--- config.mk ---
export PLATFORM = sky130hd
export DESIGN_NAME = vc8_dac_scanner
export DESIGN_NICKNAME = d
export VERILOG_FILES = /design/src/rtl/vc8_pkg.sv /design/src/rtl/vc8_dwell_timer.sv /design/src/rtl/vc8_dac_scanner.sv
export SDC_FILE = /design/constraint.sdc
export NUM_CORES = 1
export LEC_CHECK = 0
export ABC_AREA = 0
export ABC_CLOCK_PERIOD_IN_PS = 1650
export BUFFER_PORTS_ARGS = -buffer_cell sky130_fd_sc_hd__buf_2
export CAP_MARGIN = 20
export CORE_MARGIN = 2
export CORE_UTILIZATION = 35
export CTS_BUF_LIST = sky130_fd_sc_hd__clkbuf_16
export DETAILED_ROUTE_END_ITERATION = 12
export PLACE_DENSITY = 0.64
export SKIP_CTS_REPAIR_TIMING = 1
export SLEW_MARGIN = 20
export SYNTH_ARGS = -nofsm -noshare
export SYNTH_HDL_FRONTEND = slang
export SYNTH_SLANG_ARGS = --single-unit
--- constraint.sdc ---
create_clock -name CLOCK -period 1.65 [get_ports CLOCK]
set_input_delay 0.165 -clock CLOCK [delete_from_list [all_inputs] [get_ports CLOCK]]
set_output_delay 0.165 -clock CLOCK [all_outputs]
set_load 0.02 [all_outputs]
--- src/rtl/vc8_pkg.sv ---
// Shared VC-8 definitions: scanner state encoding, ID word, RAM word layout
// and the video RAM read latency.
package vc8_pkg;

  typedef enum logic [2:0] {
    ST_IDLE = 3'd0,
    ST_READ = 3'd1,
    ST_MOVE = 3'd2,
    ST_PLOT = 3'd3,
    ST_NEXT = 3'd4
  } vc8_state_e;

  localparam logic [31:0] VC8_ID  = 32'h5644_0001;
  localparam logic [31:0] BAD_IDX = 32'hDEAD_BEEF;

  // Point word in video RAM: {intens[21:20], y[19:10], x[9:0]}
  localparam int X_LSB = 0;
  localparam int X_MSB = 9;
  localparam int Y_LSB = 10;
  localparam int Y_MSB = 19;
  localparam int I_LSB = 20;
  localparam int I_MSB = 21;

  // Cycles from ramenab rising to ramdata being valid
  localparam int RAM_LAT = 3;

  // Mid-scale DAC code used while parked
  localparam logic [9:0] DAC_MID = 10'o1000;

endpackage

--- src/rtl/vc8_dwell_timer.sv ---
// Loadable 10-bit down-counter; done is high on the last cycle of a dwell.
// A load of N gives a dwell of N cycles (0 and 1 both give one cycle).
module vc8_dwell_timer (
  input  logic       CLOCK,
  input  logic       RESET,
  input  logic       load_i,
  input  logic [9:0] val_i,
  output logic       done_o
);

  logic [9:0] cnt_q;

  // Count down from the loaded value, parking at zero
  always_ff @(posedge CLOCK) begin
    if (RESET) begin
      cnt_q <= 10'd0;
    end else if (load_i) begin
      cnt_q <= val_i;
    end else if (cnt_q != 10'd0) begin
      cnt_q <= cnt_q - 10'd1;
    end
  end

  assign done_o = (cnt_q[9:1] == 9'd0);

endmodule

--- src/rtl/vc8_dac_scanner.sv ---
// VC-8 DAC scanner: pulls points out of the video RAM ring, drives the
// deflection DACs, waits for the beam to settle, then unblanks for a dwell
// scaled by the point intensity. Configuration and ring pointers are visible
// through a small ARM register window.
module vc8_dac_scanner
  import vc8_pkg::*;
#(
  parameter logic [7:0] SETTLE_DFLT = 8'd40,
  parameter logic [7:0] PULSE_DFLT  = 8'd25
) (
  input  logic        CLOCK,
  input  logic        RESET,
  input  logic        armwrite,
  input  logic [1:0]  armraddr,
  input  logic [1:0]  armwaddr,
  input  logic [31:0] armwdata,
  output logic [31:0] armrdata,
  input  logic [14:0] insert,
  output logic [14:0] ramaddr,
  output logic        ramenab,
  input  logic [21:0] ramdata,
  output logic [14:0] remove,
  output logic [9:0]  dacx,
  output logic [9:0]  dacy,
  output logic        dacstb,
  output logic        zunblank,
  output logic [1:0]  zintens
);

  // A zero dwell still lasts one cycle
  function automatic logic [7:0] at_least_one(input logic [7:0] v);
    return (v == 8'd0) ? 8'd1 : v;
  endfunction

  // Unblank dwell: base pulse doubled per intensity step, kept to 10 bits
  function automatic logic [9:0] plot_len(input logic [7:0] p, input logic [1:0] i);
    logic [9:0] base;
    base = {2'b00, at_least_one(p)};
    return base << i;
  endfunction

  vc8_state_e  state_q;
  logic        enable_q, enable_d;
  logic [7:0]  settle_q, settle_d;
  logic [7:0]  pulse_q, pulse_d;
  logic [14:0] remove_q, remove_d;
  logic [15:0] points_q, points_d;
  logic        flushed_q, flushed_d;
  logic [1:0]  rd_cnt_q;
  logic [14:0] ramaddr_q;
  logic        ramenab_q;
  logic [9:0]  dacx_q, dacy_q;
  logic [1:0]  zintens_q;
  logic        dacstb_q;
  logic        zunblank_q;

  logic        wr_cfg, wr_flush, capture;
  logic        tmr_load, tmr_done;
  logic [9:0]  tmr_val;
  logic        unused_wdata;

  assign unused_wdata = ^armwdata[30:16];

  // Decode ARM writes and compute next values of the register-window state
  always_comb begin
    wr_cfg    = armwrite && (armwaddr == 2'd1);
    wr_flush  = armwrite && (armwaddr == 2'd2) && armwdata[31];
    capture   = (state_q == ST_READ) && (rd_cnt_q == 2'(RAM_LAT - 1));

    enable_d  = enable_q;
    settle_d  = settle_q;
    pulse_d   = pulse_q;
    if (wr_cfg) begin
      enable_d = armwdata[31];
      settle_d = armwdata[15:8];
      pulse_d  = armwdata[7:0];
    end

    // A flush during a point keeps the pointer at the flushed value, so the
    // in-flight point neither advances it nor counts as plotted.
    remove_d = remove_q;
    if (capture && !flushed_q) remove_d = remove_q + 15'd1;
    if (wr_flush) remove_d = insert;

    points_d = points_q;
    if ((state_q == ST_NEXT) && !flushed_q) points_d = points_q + 16'd1;
    if (wr_flush) points_d = 16'd0;

    flushed_d = flushed_q;
    if (state_q == ST_IDLE) flushed_d = 1'b0;
    if (wr_flush && (state_q != ST_IDLE)) flushed_d = 1'b1;
  end

  // Register window state
  always_ff @(posedge CLOCK) begin
    if (RESET) begin
      enable_q  <= 1'b0;
      settle_q  <= SETTLE_DFLT;
      pulse_q   <= PULSE_DFLT;
      remove_q  <= 15'd0;
      points_q  <= 16'd0;
      flushed_q <= 1'b0;
    end else begin
      enable_q  <= enable_d;
      settle_q  <= settle_d;
      pulse_q   <= pulse_d;
      remove_q  <= remove_d;
      points_q  <= points_d;
      flushed_q <= flushed_d;
    end
  end

  // Dwell timer is loaded with the settle time on capture and with the
  // unblank time when settling completes
  always_comb begin
    tmr_load = 1'b0;
    tmr_val  = {2'b00, at_least_one(settle_q)};
    if (capture) begin
      tmr_load = 1'b1;
    end else if ((state_q == ST_MOVE) && tmr_done) begin
      tmr_load = 1'b1;
      tmr_val  = plot_len(pulse_q, zintens_q);
    end
  end

  vc8_dwell_timer u_dwell (
    .CLOCK  (CLOCK),
    .RESET  (RESET),
    .load_i (tmr_load),
    .val_i  (tmr_val),
    .done_o (tmr_done)
  );

  // Point sequencer with registered RAM and beam outputs
  always_ff @(posedge CLOCK) begin
    if (RESET) begin
      state_q    <= ST_IDLE;
      rd_cnt_q   <= 2'd0;
      ramaddr_q  <= 15'd0;
      ramenab_q  <= 1'b0;
      dacx_q     <= DAC_MID;
      dacy_q     <= DAC_MID;
      zintens_q  <= 2'd0;
      dacstb_q   <= 1'b0;
      zunblank_q <= 1'b0;
    end else begin
      dacstb_q <= 1'b0;
      case (state_q)
        ST_IDLE: begin
          zunblank_q <= 1'b0;
          if (enable_q && (remove_q != insert) && !wr_flush) begin
            state_q   <= ST_READ;
            ramaddr_q <= remove_q;
            ramenab_q <= 1'b1;
            rd_cnt_q  <= 2'd0;
          end
        end
        ST_READ: begin
          if (capture) begin
            ramenab_q <= 1'b0;
            dacx_q    <= ramdata[X_MSB:X_LSB];
            dacy_q    <= ramdata[Y_MSB:Y_LSB];
            zintens_q <= ramdata[I_MSB:I_LSB];
            dacstb_q  <= 1'b1;
            state_q   <= ST_MOVE;
          end else begin
            rd_cnt_q <= rd_cnt_q + 2'd1;
          end
        end
        ST_MOVE: begin
          if (tmr_done) begin
            zunblank_q <= 1'b1;
            state_q    <= ST_PLOT;
          end
        end
        ST_PLOT: begin
          if (tmr_done) begin
            zunblank_q <= 1'b0;
            state_q    <= ST_NEXT;
          end
        end
        ST_NEXT: begin
          state_q <= ST_IDLE;
        end
        default: begin
          zunblank_q <= 1'b0;
          ramenab_q  <= 1'b0;
          state_q    <= ST_IDLE;
        end
      endcase
    end
  end

  // ARM read mux
  always_comb begin
    case (armraddr)
      2'd0:    armrdata = VC8_ID;
      2'd1:    armrdata = {enable_q, 15'b0, settle_q, pulse_q};
      2'd2:    armrdata = {1'b0, remove_q, 1'b0, insert};
      2'd3:    armrdata = {16'b0, points_q};
      default: armrdata = BAD_IDX;
    endcase
  end

  assign ramaddr  = ramaddr_q;
  assign ramenab  = ramenab_q;
  assign remove   = remove_q;
  assign dacx     = dacx_q;
  assign dacy     = dacy_q;
  assign dacstb   = dacstb_q;
  assign zunblank = zunblank_q;
  assign zintens  = zintens_q;

endmodule

==> run metrics <==
data required time of the worst path 1910 ps; total track usage 0.198; CP Depth 7; die width 129 µm; dpl cell area 0.00703 mm²; max-slew violations 0; CTS sink cnt 104; R2R depth 7; worst-margin pin slew 364 ps; Core Footprint 0.0153 mm²; synth unique cells 58; Iter 0 DRT Violations 381; fin cells 1,084; number of diodes 0; Max Fanout on Critical Path 7; Hold Crit Class input port to flop; FFs w/ async S/R, synth 0; mux cell area share after synthesis 0.0737; initial core utilization 0.359; area leader, netlist dfxtp_1; final design utilization 0.500; first-pass GRT wire length 25,800 µm; Worst path slowest cell or4b_4; Adder-Cell Fraction of Synth Area 0.0114; initial antenna violation count 0; Seq/Total Area, Yosys 0.380; largest net degree at the start of global routing 33; vias in the first global route 4,961; area growth from synthesis to layout 39.3%; Die Area 0.0167 mm²; Synth Flop Type dfxtp_1; deepest clock path buffer count 2; slowest stage delay, CP 540 ps; count of final hold-check violations 0; Initial DRT Pass Iterations 5; Vias 5,380; Slew Limit Headroom 0.755; Final setup viols 23; largest family of logic cells by synthesized area simple AND/OR/NAND/NOR gates; number of flops mapped to enable cells by yosys 0; number of buffers and inverters on the critical path 2; Congestion Overflow GR 0; synth top area cells dfxtp_1 38%, nand2_1 7.3%, xor2_1 5.0%, a21oi_1 4.8%, nand2b_1 3.9%; sequential standard cell area 0.00211 mm²; post-synthesis simple-gate area fraction 0.267; clock transition at the registers of the reported paths 70 ps; most frequent cells in the layout 145 x buf_2, 104 x nand2_1, 89 x buf_4; Peak VDD IR 514 µV; Die Y-Extent 129 µm; maxcap violations 0; Hold Crit Depth 3; xor and xnor fraction of the mapped netlist area 0.0799; multi-input logic area 0.00341 mm²; Routed Antenna Nets 0; critical-path cell list or4b_4 > buf_8 > nor4_4 > buf_4 > nand2_2 > xor2_1 > nor2_1; clk root buf clkbuf_16; mapped cell area 0.00548 mm²; cell family with most CP delay simple AND/OR/NAND/NOR gates; # rows 45; layout cells sized above 1 0.397; cell count after synthesis 660; status finished with violations; Fillers 1,513; Clock Latency Late Sink 360 ps; power per cell area 844 mW/mm²; Mapped Avg Cell Area 8.30 µm²; Remaining DRCs 0; final instance area 0.00763 mm²; Critical Path End Type flop; FF-to-FF setup slack -120 ps; WL per Instance 15.4 µm; #FFs+latches synth 104; Arr. time, crit path 2030 ps; most common cell after layout, fill and taps aside buf_2; Vias/cell 4.96; DP HPWL 12,200 µm; Net Count, Synth 741; crit path launch type flop; hold_ws 9.12 ps; Final period util 1.07; placed instance count 1,062; I/O pin total 163; Placer Congestion 0.824; H-tree levels 3; CTS Buf Count 9; Total Wirelength 16,700 µm; top-area cell type share of the netlist area 0.380; Post-Place Setup Slack -164 ps; critical path type flop to flop; fin nets 949; failing checks negative setup slack; post-route clock skew 7.28 ps; Compound-Gate Fraction of Synth Area 0.142; minimum clock period 1770 ps; yosys synthesis warning count 0; highest clock rate 0.567 GHz; leakage power 3.25 nW; CTS tree built; IO buf count 147; RSZ-0062 raised after global routing true; setup ws final -115 ps
## Yosys cell counts, drive strengths merged, types with 12 or more instances
cell type	n
nand2	107
dfxtp	104
a21oi	53
nor2	52
clkbuf	37
nand2b	34
xor2	31
a211oi	19
mux2i	19
xnor2	19
mux2	17
nand3	15
a22o	14
inv	13
nor4	12
## per-stage QoR
step	setup TNS (ps)	power, mW
6_report	-844	6.44
3_5_place_dp	-3090	4.34
2_1_floorplan	-97.0	3.70
4_1_cts	-3550	6.30
5_1_grt	-3480	6.77
3_3_place_gp	-2290	4.33
## worst register-to-register path, stage by stage, from the launching register on
cell and delay, ps:
dfxtp_2 320, or4b_4 540, buf_8 160, nor4_4 260, buf_4 160, nand2_2 50
xor2_1 130, nor2_1 50
## layout make-up
class                           count  share of cell area
Inverter                           13             0.00639
Tap cell                          211              0.0346
Clock buffer                        9              0.0295
Multi-Input combinational cell    495               0.446
Sequential cell                   104               0.277
Timing Repair Buffer              245               0.202
Clock inverter                      7             0.00426
## final timing paths
check,start,end
worst max register to register,state_q[0],points_q[11]
worst max-delay path,state_q[0],points_q[11]
worst min-delay path,ramdata[9],dacx[9]
worst min register to register,dacx[3],dacx[3]
## flip-flops by register name, summed over array words and instances, names as in the netlist
signal         flops
dacstb             1
dacx              10
dacy              10
enable_q           1
flushed_q          1
points_q          16
pulse_q            8
ramaddr           15
ramenab            1
rd_cnt_q           2
remove            15
settle_q           8
state_q            3
u_dwell.cnt_q     10
zintens            2
zunblank           1
## cell families after synthesis
family	Yosys count
AO/OA/AOI/OAI	120
XOR/XNOR	50
adder cells (fa/ha/maj)	5
buffers and inverters	61
flip-flops	104
multiplexers	37
AND/OR/NAND/NOR	283
## per-layer routing
metal | global-route usage | part of all wire | vias up
met5 | 0 | 0 | -
met4 | 0.0678 | 0.015 | 0
met3 | 0.0343 | 0.047 | 17
met2 | 0.311 | 0.47 | 146
met1 | 0.275 | 0.47 | 2521
li1 | - | - | 2696
## power breakdown
| part | leakage, nW | switching, mW | total (mW) | internal (mW) |
|---|---|---|---|---|
| Clock | 0.136 | 0.969 | 1.97 | 0.997 |
| Combinational | 2.26 | 0.854 | 1.72 | 0.870 |
| Sequential | 0.851 | 0.122 | 2.75 | 2.63 |
| Total | 3.25 | 1.95 | 6.44 | 4.50 |
(Power assumes the default switching activity.)
